--- src/rtl/register_8bit.sv ---
// ---------------------------------------------------------------------------
// register_8bit
//   Parameterised storage register with write enable and asynchronous
//   active-low reset. The output is driven straight from the flops, so there
//   is no combinational path from load/wdata to out.
//
// Ports
//   clk    in   1      single clock, rising-edge active
//   rstn   in   1      asynchronous reset, active-low
//   load   in   1      write enable, sampled on the clk rising edge
//   wdata  in   WIDTH  data stored when load is high
//   out    out  WIDTH  current stored value
// ---------------------------------------------------------------------------
module register_8bit #(
  parameter int               WIDTH       = 8,
  parameter logic [WIDTH-1:0] RESET_VALUE = '0
) (
  input  logic             clk,
  input  logic             rstn,
  input  logic             load,
  input  logic [WIDTH-1:0] wdata,
  output logic [WIDTH-1:0] out
);

  // Reset is in the sensitivity list, so it wins over load on every edge and
  // forces out immediately; no write can be pending across reset.
  always_ff @(posedge clk or negedge rstn) begin
    if (!rstn) begin
      out <= RESET_VALUE;
    end else if (load) begin
      out <= wdata;
    end
  end

endmodule

--- config.mk ---
export PLATFORM = sky130hd
export DESIGN_NAME = register_8bit
export DESIGN_NICKNAME = d
export VERILOG_FILES = /design/src/rtl/register_8bit.sv
export SDC_FILE = /design/constraint.sdc
export NUM_CORES = 1
export LEC_CHECK = 0
export ABC_CLOCK_PERIOD_IN_PS = 1530
export BUFFER_PORTS_ARGS = -buffer_cell sky130_fd_sc_hd__buf_2
export CORE_AREA = 3 3 40 42
export CTS_BUF_LIST = sky130_fd_sc_hd__clkbuf_8
export CTS_CLUSTER_SIZE = 14
export DETAILED_ROUTE_END_ITERATION = 10
export DIE_AREA = 0 0 43 45
export PLACE_DENSITY = 0.6
export SETUP_SLACK_MARGIN = 0.1
export SLEW_MARGIN = 20
export SYNTH_ARGS = -nofsm -noshare
export SYNTH_HDL_FRONTEND = slang
export SYNTH_SLANG_ARGS = --single-unit
--- constraint.sdc ---
create_clock -name clk -period 1.53 [get_ports clk]
set_input_delay 0.306 -clock clk [delete_from_list [all_inputs] [get_ports clk]]
set_output_delay 0.306 -clock clk [all_outputs]
set_load 0.05 [all_outputs]
## Word-level counts from Yosys, hierarchy flattened

Index checks and enable logic that the tools add are counted.

| word-level totals | value |
|---|---|
| output and inout bits | 8 |
| bits in registers | 8 |
| logic and storage cells | 1 |
| input port bits | 11 |

## Logic depth before layout (Yosys ltp)

| logic depth | value |
|---|---|
| depth in word-level cells | 0 |
| depth in mapped cells | 2 |
| depth with buffers taken out | 1 |

## Least setup slack after synthesis

Ideal clock, no wire load.

| path | value |
|---|---|
| path kind | register -> register |
| start point | register out[0] (netlist name) |
| end point | register out[0] |
| setup time | 0.125 ns |
| path slack | 0.536 ns |
| data arrival time | 0.869 ns |
| buffers on the path | 0 |
| stages on the path, launching flop included | 2 |
| required time | 1.405 ns |
| clock period less this slack | 0.994 ns |
| cell sequence | dfrtp_1 -> mux2_4 |

RTL lines:

| what | line | text |
|---|---|---|
| end signal: assignment | 31 | `out <= wdata;` |
| end: declaration | 22 | `output logic [WIDTH-1:0] out` |

## Worst setup path after layout

| path | value |
|---|---|
| start point | register out[7] |
| end point | output out[7] |

No word-level cell between the ends.

==> impl_metrics.env <==
export IMPL_dp_hpwl_um=521.4
export IMPL_viasPerCell=4.113
export IMPL_hold_ws_ns=0.3120
export IMPL_cpMaxStageDelayCell="dfrtp_1"
export IMPL_ctsLongestPathBuffers=2
export IMPL_ir_worst_vdd_mv=0.4352
export IMPL_startpoint_type="flip-flop"
export IMPL_drc=0
export IMPL_finalSetupTns_ns=0
export IMPL_drtIter0Drc=1
export IMPL_dp_slack_ns=0.5186
export IMPL_powerDensity_nw_per_um2=1361
export IMPL_seq_area_frac_synth=0.6038
export IMPL_drtPass1Iterations=2
export IMPL_grt_pass1_vias=234
export IMPL_final_cell_area_sq_um=480.5
export IMPL_core_sq_um=1285
export IMPL_ioPinCount=19
export IMPL_rows=13
export IMPL_path_clk_slew_ns=0.04
export IMPL_finalNetCount=51
export IMPL_wl_per_cell_um=12.92
export IMPL_period_share=0.7497
export IMPL_tightest_slew_ns=0.2592
export IMPL_reg_largest_list="out (8)"
export IMPL_worstPathMaxFanout=2
export IMPL_gr_total_overflow=0
export IMPL_clk_latency_ns=0.22
export IMPL_syn_area_per_cell_sq_um=19.50
export IMPL_grt_pass1_wl_mm=1.021
export IMPL_die_h_um=45
export IMPL_routed_wl_um=685
export IMPL_period_minus_slack_ns=1.147
export IMPL_largest_reg_flops=8
export IMPL_power_leakage_nw=0.2560
export IMPL_die_w_um=43
export IMPL_largest_register="out"
export IMPL_cp_cell_sequence="buf_2"
export IMPL_io_buffer_count=18
export IMPL_power_total_mw=0.6539
export IMPL_rsz0062_at_grt="no"
export IMPL_diodes=0
export IMPL_synthesis_area_sq_um=331.6
export IMPL_synthCells=17
export IMPL_cts_sinks=8
export IMPL_drv_slew=0
export IMPL_hp_class="primary input to flip-flop"
export IMPL_place_gp_congestion=0.5768
export IMPL_clock_skew_final_ns=0
export IMPL_cp_num_buf_inv=1
export IMPL_gr_usage_all_layers=0.07666
export IMPL_synth_top_area_cell="dfrtp_1"
export IMPL_hold_viol=0
export IMPL_max_freq_mhz=871.8
export IMPL_slew_headroom=0.8272
export IMPL_yosys_top_cells_area="dfrtp_1, mux2_4, buf_6"
export IMPL_dieArea_sq_um=1935
export IMPL_cts_tree="done"
export IMPL_antenna_found_initial=0
export IMPL_path_delay_family="flip-flops"
export IMPL_path_class="flip-flop to output port"
export IMPL_yosysWarnings=0
export IMPL_drv_cap=0
export IMPL_h_tree_depth=1
export IMPL_cpPeakStageDelay_ns=0.35
export IMPL_synth_top_area_frac=0.6038
export IMPL_place_area_sq_um=429.2
export IMPL_dr_total_vias=218
export IMPL_drive_above_1_share=0.7632
export IMPL_status="finished, final reports clean"
export IMPL_worstSetupEndpointType="output port"
export IMPL_grt_max_degree=9
export IMPL_root_buffer="clkbuf_8"
export IMPL_antenna_left=0
export IMPL_finalSetupViolations=0
export IMPL_synth_cell_types=3
export IMPL_initial_core_util=0.2580
export IMPL_synth_ff_latch_count=8
export IMPL_area_growth_pct=44.91
export IMPL_syn_nets=28
export IMPL_fin_ws_ns=0.3829
export IMPL_critPathRequiredTime_ns=1.22
export IMPL_cp_arrival_ns=0.84
export IMPL_numCtsBuffers=3
[timing repair]
| item | CTS | global route |
|---|---|---|
| resized for setup | 0 | 0 |
| setup endpoints to repair | 0 | 0 |
| hold buffers | 1 | 0 |
| hold endpoints to repair | 8 | 0 |
| setup buffers | 0 | 0 |
[per-stage QoR]
stage	cells	utilization
global route	53	0.3739
global placement	49	0.3340
detailed placement	49	0.3340
finish	53	0.3739
floorplan	17	-
CTS	53	0.3739
[power breakdown]
group          leakage [nW]  switching, mW  internal (mW)  total, mW
clock network        0.0216         0.0791          0.170      0.249
logic                 0.141          0.103         0.0562      0.159
registers            0.0935         0.0114          0.234      0.245
[cell families after synthesis]
family / Yosys count / share of synthesized area
buffers and inverters: 1 / 0.03396
muxes: 8 / 0.3623
DFF: 8 / 0.6038
[cell usage after synthesis]
cell type,count
buf_6,1
dfrtp_1,8
mux2_4,8
[layer usage]
layer | wire [um] | share of wire | track usage
met1 | 315 | 0.46 | 0.09476
met2 | 305 | 0.45 | 0.1108
met5 | 0 | 0 | 0
met4 | 0 | 0 | 0.03614
met3 | 64 | 0.093 | 0.03984
[area by class of cell]
type                       count  area, sq um
multi-input combinational      8        120.1
timing repair buffer          19        100.1
tap                           15        18.77
fill                         126        804.5
sequential                     8        200.2
clock buffer                   3        41.29
[final timing paths]
path	startpoint	endpoint	depth (start not counted)	slack [ns]
max	out[7]$_DFFE_PN0P_	out[7]	1	0.38
max in group asynchronous	rstn	out[2]$_DFFE_PN0P_	2	0.91
min in group asynchronous	rstn	out[6]$_DFFE_PN0P_	2	0.46
min	wdata[5]	out[5]$_DFFE_PN0P_	2	0.31
min reg2reg	out[2]$_DFFE_PN0P_	out[2]$_DFFE_PN0P_	1	0.51
max reg2reg	out[7]$_DFFE_PN0P_	out[7]$_DFFE_PN0P_	1	0.77
[cells in the final DEF (no fill, tap or decap)]
master,netlist,layout
dlygate4sd3_1,0,1
mux2_4,8,8
buf_2,0,18
clkbuf_8,0,3
dfrtp_1,8,8
Power figures use the tool's default switching activity.
